[config.mk]
export PLATFORM = sky130hd
export DESIGN_NAME = bram_stream_reader
export DESIGN_NICKNAME = d
export VERILOG_FILES = /design/src/rtl/bram_stream_reader.sv
export SDC_FILE = /design/constraint.sdc
export NUM_CORES = 1
export LEC_CHECK = 0
export BUFFER_PORTS_ARGS = -buffer_cell sky130_fd_sc_hd__buf_4
export CAP_MARGIN = 15
export CORE_UTILIZATION = 50
export DETAILED_ROUTE_END_ITERATION = 10
export GPL_ROUTABILITY_DRIVEN = 0
export HOLD_SLACK_MARGIN = 0.03
export PLACE_DENSITY = 0.77
export SYNTH_ARGS = -nofsm -noshare
export SYNTH_HDL_FRONTEND = slang
export SYNTH_SLANG_ARGS = --single-unit
[constraint.sdc]
create_clock -name clk -period 3.3 [get_ports clk]
set_input_delay 0 -clock clk [delete_from_list [all_inputs] [get_ports clk]]
set_output_delay 0 -clock clk [all_outputs]
set_load 0.01 [all_outputs]
[src/rtl/bram_stream_reader.sv]
// Read-side controller for a simple-dual-port byte BRAM: plays back a block of bytes from port B
// onto a valid/ready stream, with a small FIFO absorbing the one-cycle BRAM read latency.
module bram_stream_reader #(
    parameter int ADDR_W     = 11,
    parameter int DATA_W     = 8,
    parameter int FIFO_DEPTH = 4
) (
    input  logic              clk,
    input  logic              rst,
    input  logic              start_i,
    input  logic [ADDR_W-1:0] base_addr_i,
    input  logic [ADDR_W:0]   length_i,
    output logic              busy_o,
    output logic              done_o,
    output logic              enb_o,
    output logic [ADDR_W-1:0] addrb_o,
    input  logic [DATA_W-1:0] doutb_i,
    output logic              m_valid_o,
    output logic [DATA_W-1:0] m_data_o,
    output logic              m_last_o,
    input  logic              m_ready_i
);
    localparam int PTR_W = $clog2(FIFO_DEPTH);
    localparam int OCC_W = PTR_W + 1;
    localparam logic [ADDR_W:0] CNT_ONE = {{ADDR_W{1'b0}}, 1'b1};

    typedef enum logic {IDLE, RUN} state_t;

    state_t            state_q;
    logic              busy_q;
    logic              done_q;
    logic              enb_q;
    logic              capture_q;
    logic [ADDR_W-1:0] addrb_q;
    logic [ADDR_W-1:0] base_q;
    logic [ADDR_W:0]   len_q;
    logic [ADDR_W:0]   issued_q;
    logic [ADDR_W:0]   popped_q;
    logic [PTR_W-1:0]  wr_ptr_q;
    logic [PTR_W-1:0]  wr_ptr_d;
    logic [PTR_W-1:0]  rd_ptr_q;
    logic [PTR_W-1:0]  rd_ptr_d;
    logic [OCC_W-1:0]  occ_q;
    logic [OCC_W-1:0]  occ_d;
    logic [OCC_W:0]    committed;
    logic              pop;
    logic              issue_ok;
    logic              final_beat;
    logic [DATA_W-1:0] fifo_mem [FIFO_DEPTH];

    assign busy_o    = busy_q;
    assign done_o    = done_q;
    assign enb_o     = enb_q;
    assign addrb_o   = addrb_q;
    assign m_valid_o = (occ_q != '0);
    assign m_data_o  = m_valid_o ? fifo_mem[rd_ptr_q] : '0;
    assign m_last_o  = m_valid_o && (popped_q == len_q - CNT_ONE);

    // A read may only be issued if every byte already owed to the FIFO (stored, arriving
    // from the BRAM now, or requested this cycle) still leaves room for one more.
    always_comb begin
        committed  = {1'b0, occ_q} + (OCC_W+1)'(capture_q) + (OCC_W+1)'(enb_q);
        issue_ok   = (state_q == RUN) && (issued_q < len_q)
                     && (committed < (OCC_W+1)'(FIFO_DEPTH));
        pop        = m_valid_o && m_ready_i;
        final_beat = pop && (popped_q == len_q - CNT_ONE);
        wr_ptr_d   = wr_ptr_q + PTR_W'(capture_q);
        rd_ptr_d   = rd_ptr_q + PTR_W'(pop);
        occ_d      = occ_q + OCC_W'(capture_q) - OCC_W'(pop);
    end

    always_ff @(posedge clk) begin
        if (rst) begin
            state_q   <= IDLE;
            busy_q    <= 1'b0;
            done_q    <= 1'b0;
            enb_q     <= 1'b0;
            capture_q <= 1'b0;
            addrb_q   <= '0;
            base_q    <= '0;
            len_q     <= '0;
            issued_q  <= '0;
            popped_q  <= '0;
            wr_ptr_q  <= '0;
            rd_ptr_q  <= '0;
            occ_q     <= '0;
        end else begin
            done_q    <= 1'b0;
            enb_q     <= 1'b0;
            capture_q <= enb_q;
            wr_ptr_q  <= wr_ptr_d;
            rd_ptr_q  <= rd_ptr_d;
            occ_q     <= occ_d;
            if (pop) begin
                popped_q <= popped_q + CNT_ONE;
            end
            case (state_q)
                // The first read goes out on the accepting edge so enb rises the very next cycle.
                IDLE: begin
                    if (start_i) begin
                        base_q   <= base_addr_i;
                        len_q    <= length_i;
                        popped_q <= '0;
                        if (length_i != '0) begin
                            state_q  <= RUN;
                            busy_q   <= 1'b1;
                            enb_q    <= 1'b1;
                            addrb_q  <= base_addr_i;
                            issued_q <= CNT_ONE;
                        end else begin
                            issued_q <= '0;
                            done_q   <= 1'b1;
                        end
                    end
                end
                RUN: begin
                    if (issue_ok) begin
                        enb_q    <= 1'b1;
                        addrb_q  <= base_q + issued_q[ADDR_W-1:0];
                        issued_q <= issued_q + CNT_ONE;
                    end
                    if (final_beat) begin
                        state_q <= IDLE;
                        busy_q  <= 1'b0;
                        done_q  <= 1'b1;
                    end
                end
                default: state_q <= IDLE;
            endcase
        end
    end

    // Storage carries no reset; occupancy and pointers alone decide what is valid.
    always_ff @(posedge clk) begin
        if (capture_q && !rst) begin
            fifo_mem[wr_ptr_q] <= doutb_i;
        end
    end

endmodule

# Word level (Yosys, flattened, before mapping)
# Memory sizes are Yosys's and may differ from the RTL's. A register that Yosys moved wholly into a read port is not among the register bits.
# Cells that the tools add are included.
[op_classes] add_sub_neg=10 order_cmp=2 n_eq_ne=5 mux=29 bitwise=1 n_reduce_logical=13
[ops] op="two-way mux 12 bit" n=5
[ops] op="two-way mux 11 bit" n=3
[ops] op="adder 12 x 1 -> 12 bit, second input constant" n=2
[ops] op="one-hot mux 12 bit (2 select lines)" n=1
[ops] op="one-hot mux 11 bit (2 select lines)" n=1
[ops] op="two-way mux 1 bit" n=13
[ops] op="== test 12 bit" n=1
[ops] op="< comparator 12 bit" n=1
[ops] op="nonzero test 12 bit" n=1
[ops] op="subtractor 12 x 1 -> 12 bit, second input constant" n=1
[ops] op="adder 11 bit" n=1
[ops] op="two-way mux 8 bit" n=1
[ops] op="one-hot mux 1 bit (2 select lines)" n=4
[ops] op="logical AND 1 bit" n=6
[ops] op="AND reduction 3 bit" n=2
[ops] op="adder 2 x 1 -> 2 bit" n=2
[ops] op="adder 3 x 1 -> 4 bit" n=1
[ops] op="adder 4 x 1 -> 4 bit" n=1
[ops] op="< comparator 4 x 3 -> 1 bit, second input constant" n=1
[ops] op="!= test 2 x 1 -> 1 bit, second input constant" n=2
[ops] op="!= test 2 bit, second input constant" n=2
[ops] op="AND reduction 2 bit" n=2
[ops] op="adder 3 x 1 -> 3 bit" n=1
[ops] op="nonzero test 3 bit" n=1
[ops] op="4 further kinds" n=4
[totals] reg_bits=70 ram_bits=32 inputBits=35 elab_cells=74 mem_count=1
[memory_table] memory="fifo_mem" depth=4 word_bits=8 rd=1 rd_clocked_by_memory_dff=1 write_ports=1 line_no="49" source="logic [DATA_W-1:0] fifo_mem [FIFO_DEPTH];"

# Logic depth before layout (Yosys ltp)
[depth] word_depth=6 depth_mapped=10 mapped_depth_nobuf=9

# Least setup slack after synthesis
# Ideal clock, no wire load.
[synth_path] kind="reg2reg" start="register occ_q[1]" end="register occ_q[2]" arrival_time_ns=2.072 required_time_ns=3.172 setup_slack_ns=1.100 path_stages_with_launch=11 synth_period_minus_slack_ns=2.200 path_cell_list="dfxtp_1 nor3_1 clkbuf_1 nor2_1 ha_1 inv_1 ha_1 inv_1 fa_1 xnor2_1 nor2_1"
[synth_via] elab_chain_len=3
[synth_rtl] item="from (decl)" line_no="43" source="logic [OCC_W-1:0] occ_q;"
[synth_rtl] item="from (signal assigned)" line_no="86" source="occ_q <= '0;"
[synth_rtl] item="from (signal assigned)" line_no="93" source="occ_q <= occ_d;"
[synth_rtl] item="parallel branches: the longest is 2 deep, another holds adder 3 x 1 -> 3 bit"
[synth_rtl] item="subtractor 3 x 1 -> 3 bit *" line_no="69" source="occ_d = occ_q + OCC_W'(capture_q) - OCC_W'(pop);"
# Mark *: on every way between the ends.
# A chain may end at the register's enable or synchronous reset.

# Worst setup path in the final report
[layout_path] start="register len_q[2]" end="output m_last_o"
[layout_via] elab_chain_len=3
[layout_rtl] item="from (decl)" line_no="36" source="logic [ADDR_W:0] len_q;"
[layout_rtl] item="from (signal assigned)" line_no="102" source="len_q <= length_i;"
[layout_rtl] item="subtractor 12 x 1 -> 12 bit" line_no="57" source="assign m_last_o = m_valid_o && (popped_q == len_q - CNT_ONE);"
[layout_rtl] item="== test 12 bit" line_no="57"
[layout_rtl] item="logical AND 1 bit" line_no="57"
[layout_rtl] item="to (decl)" line_no="20" source="output logic m_last_o,"
# Every way passes these cells.

==> flow_summary_export.csv <==
group,metric,value,unit
routing,ant_nets,0,
pwr,p_per_area,501.6,nW/um^2
pwr,seqPwrFrac,45.1,%
layout,multi_input_area,2836,sq um
synth,synthSimpleGateAreaFrac,20.02,%
timing,fmax,0.3652,GHz
place,postPlaceCellArea,5958,sq um
layout,area_growth,20.72,%
timing,worst_pin_slew,0.8028,ns
synth,synth_mux_area_share,4.459,%
synth,synth_edf_count,32,
global_routing,grt_pass1_wl,21.14,mm
worst_setup_path,cp_max_fo,7,
layout,fill_cells,867,
worst_setup_path,critPathSlowestCell,"nor3_1",
routing,wire_per_inst,16.43,um
synth,synth_compound_area_share,15.10,%
worst_setup_path,cp.required,3.30,ns
worst_setup_path,worst_ep_arrival_time,2.74,ns
worst_hold_path,holdPathStages,2,
routing,drtIter0Drc,330,
layout,register_area,2362,sq um
synth,ys.flop_type,"dfxtp_1",
layout,instances_no_fill,791,
clock_network,cts_root_buf,"clkbuf_8",
timing,setup_viol,0,
pwr,combPwrFrac,27.3,%
clock_network,ctsResizeCount,0,
die,die_w,105.8,um
routing,firstDrtPassIters,5,
synth,synth_nets,632,
timing,rsz0062_at_grt,"false",
worst_setup_path,slowest_delay,0.52,ns
clock_network,cts-buffers-inserted,9,
clock_network,cts_sinks,102,
die,io_pins,59,
global_routing,antenna_found_initial,0,
synth,ys_warn_count,0,
clock_network,cts_buffer_depth,2,
worst_hold_path,hp-start,"rst",
pwr,power.net_switching,0.001002,W
synth,synth_xor_area_share,5.365,%
place,portBuffers,58,
worst_setup_path,worst_r2r_endpoint,"addrb_o[7]",
layout,fin_nets,717,
worst_setup_path,crit_family,"simple AND/OR/NAND/NOR gates",
worst_setup_path,r2r-start,"len_q[9]",
job,drv_cap,0,
clock_network,worst_skew_pair.late_latency,0.37,ns
die,start_util,51.95,%
routing,viasPerCell,5.869,
synth,yosys.area_share.adder,7.710,%
clock_network,h-tree-depth,3,
synth,syn_area,5388,sq um
synth,synth.distinct_cells,65,
global_routing,grt-ovfl-total,0,
worst_setup_path,rrSetupSlack,0.76,ns
die,design.core.area,10370,sq um
synth,synth_top_family_by_area,"simple AND/OR/NAND/NOR gates",
routing,drc,0,
place,placedCellCount,743,
die,num_rows,37,
layout,antenna_cells,0,
pwr,worst_ir_drop_vdd,230.9,uV
layout,drive_gt1_share,14.81,%
timing,finalSetupTns,0,ns
die,die_y,105.8,um
die,fp.dieArea,11190,sq um
timing,hold_violations,0,
pwr,power.internal,0.002260,W
worst_setup_path,critPathCaptureType,"output port",
global_routing,track_usage,23.90,%
timing,slew_headroom,46.35,%
pwr,swShare,30.71,%
pwr,p_clk_share,27.6,%
worst_setup_path,worstSetupStartpointType,"flip-flop",
outcome,status,"complete, no violations",
layout,finish.instance_area,6504,sq um
global_routing,first_global_vias,4449,
place,hpwl,9.089,mm
timing,fin_crit_sh,82.98,%
worst_setup_path,crit_path_cell_trace,"nor3_1 -> nand2_1 -> xnor2_1 -> and4_1 -> o211ai_1 -> a2111oi_0 -> buf_4",
timing,fin_crit,2.738,ns
worst_setup_path,rr_worst_depth,8,
synth,syn_inst,565,
synth,postSynthAreaPerCell,9.536,sq um
routing,via_count,4642,
timing,drv_slew,0,
worst_hold_path,hold_end,"occ_q[1]",
clock_network,clkTransAtPathRegs,0.11,ns
global_routing,grt_max_degree,50,
synth,postSynth.asyncResetShare,0,%
worst_setup_path,critPathBufInv,1,
worst_setup_path,path_class,"reg2out",
worst_hold_path,hp-class,"in2reg",
routing,wirelength,13.00,mm
synth,ys_seq_elements,102,
synth,seq_area_frac_synth,43.85,%
pwr,power,0.003262,W
clock_network,tritoncts,"yes",
pwr,p_leak,2.480,nW
timing,fin_skew,0.01657,ns
-- per-stage QoR --
| stage | hold WS [ns] | utilization, % | worst slack (ns) |
|---|---|---|---|
| 2_1_floorplan | 0.09887 | - | 1.100 |
| 3_3_place_gp | 0.1998 | 57.46 | 0.8706 |
| 3_5_place_dp | 0.2056 | 57.46 | 0.7798 |
| 4_1_cts | 0.06395 | 62.72 | 0.5654 |
| 5_1_grt | 0.1014 | 62.72 | 0.3291 |
| 6_report | 0.07495 | 62.72 | 0.5616 |
-- flip-flops by register name (all words and copies together), names as in the netlist --
| name | flops |
|---|---|
| rd_ptr_q | 2 |
| busy_o | 1 |
| issued_q | 12 |
| occ_q | 3 |
| len_q | 12 |
| wr_ptr_q | 2 |
| enb_o | 1 |
| popped_q | 12 |
| capture_q | 1 |
| fifo_mem | 32 |
| state_q | 1 |
| addrb_o | 11 |
| done_o | 1 |
| base_q | 11 |
-- worst reg2reg max path, stage by stage, from the launching register on --
cell and delay [ns]:
dfxtp_1 0.52, inv_1 0.08, ha_1 0.31, a211oi_1 0.21, o21ai_1 0.18, a21oi_4 0.30
a31oi_1 0.24, nor2_2 0.42, o221a_1 0.25
-- cells in the mapped netlist (2+ instances only) --
library cell,count,area (sq um)
nand3b_1,2,15.01
clkbuf_1,21,78.83
o2111ai_1,3,26.28
nor2b_1,16,100.1
nor2_1,33,123.9
nand2_1,70,262.8
mux2i_1,6,60.06
ha_1,30,375.4
a21oi_1,54,270.3
or3_1,16,100.1
mux4_2,8,180.2
edfxtp_1,32,960.9
and4_1,4,35.03
nor4bb_1,3,30.03
and2_1,2,12.51
and3_1,11,68.82
nor3_1,13,65.06
a31oi_1,4,25.02
or2_2,3,18.77
nand4_1,6,37.54
o21ai_1,12,60.06
o211ai_1,3,22.52
nand2b_1,7,43.79
fa_1,2,40.04
nor4_1,5,31.28
inv_1,27,101.4
a311oi_1,2,17.52
nand3_1,14,70.07
xor2_1,14,122.6
xnor2_1,19,166.4
a211oi_1,9,67.56
dfxtp_1,70,1401
o21ai_0,9,45.04
a2111oi_0,4,35.03
-- routing by layer --
layer	global-route usage (%)	part of all wire (%)	vias to the layer above
met1	29.71	42	2230
met5	0	0	-
met4	8.829	1.7	0
met2	41.22	50	170
met3	4.391	6.0	22
li1	-	-	2220
-- cells in the final DEF (no fill, tap or decap), types with 9 or more instances in the layout --
cell,n
and3_1,11
buf_4,65
ha_1,30
edfxtp_1,32
nor2_1,33
a21oi_1,54
nand2_1,70
clkbuf_8,9
dlygate4sd3_1,32
xor2_1,14
nor3_1,13
o21ai_0,9
nand3_1,14
o21ai_1,12
xnor2_1,19
nor2b_1,16
or3_1,16
dfxtp_1,70
a211oi_1,9
inv_1,27
-- power groups by stage --
stage,clock network (W),registers (W),logic [W]
final,0.000900,0.00147,0.000891
after global routing,0.000962,0.00148,0.000980
after CTS,0.000916,0.00147,0.000895
after detailed placement,0,0.00150,0.000863
after global placement,0,0.00150,0.000825
after floorplan,0,0.00146,0.000582
-- layout make-up --
class	instances	share of cell area [%]
Clock buffer	10	1.962
Clock inverter	6	1.501
Sequential cell	102	36.32
Multi-Input combinational cell	413	43.61
Tap cell	136	2.616
Timing Repair Buffer	97	12.43
Inverter	27	1.558
-- worst max path at each step --
stage / slack [ns] / cells past startpoint / endpoint / from
global placement: 0.87 / 8 / addrb_o[5] / len_q[9]
finish: 0.56 / 7 / m_last_o / len_q[2]
detailed placement: 0.78 / 8 / addrb_o[10] / len_q[9]
global route: 0.33 / 8 / m_last_o / len_q[0]
floorplan: 1.10 / 10 / occ_q[2] / occ_q[1]
CTS: 0.57 / 7 / m_last_o / len_q[2]
-- cell families after synthesis --
family                   Yosys count
AO/OA/AOI/OAI                    122
XOR/XNOR                          33
adder cells (fa/ha/maj)           32
buffers and inverters             50
flip-flops                       102
multiplexers                      14
AND/OR/NAND/NOR                  212
-- repair_timing --
action / in CTS / in global routing
buffers inserted: 0 / 0
hold buffers: 32 / 0
hold endpoints to repair: 66 / 0
Note: power is estimated with default switching activity, not from simulation.
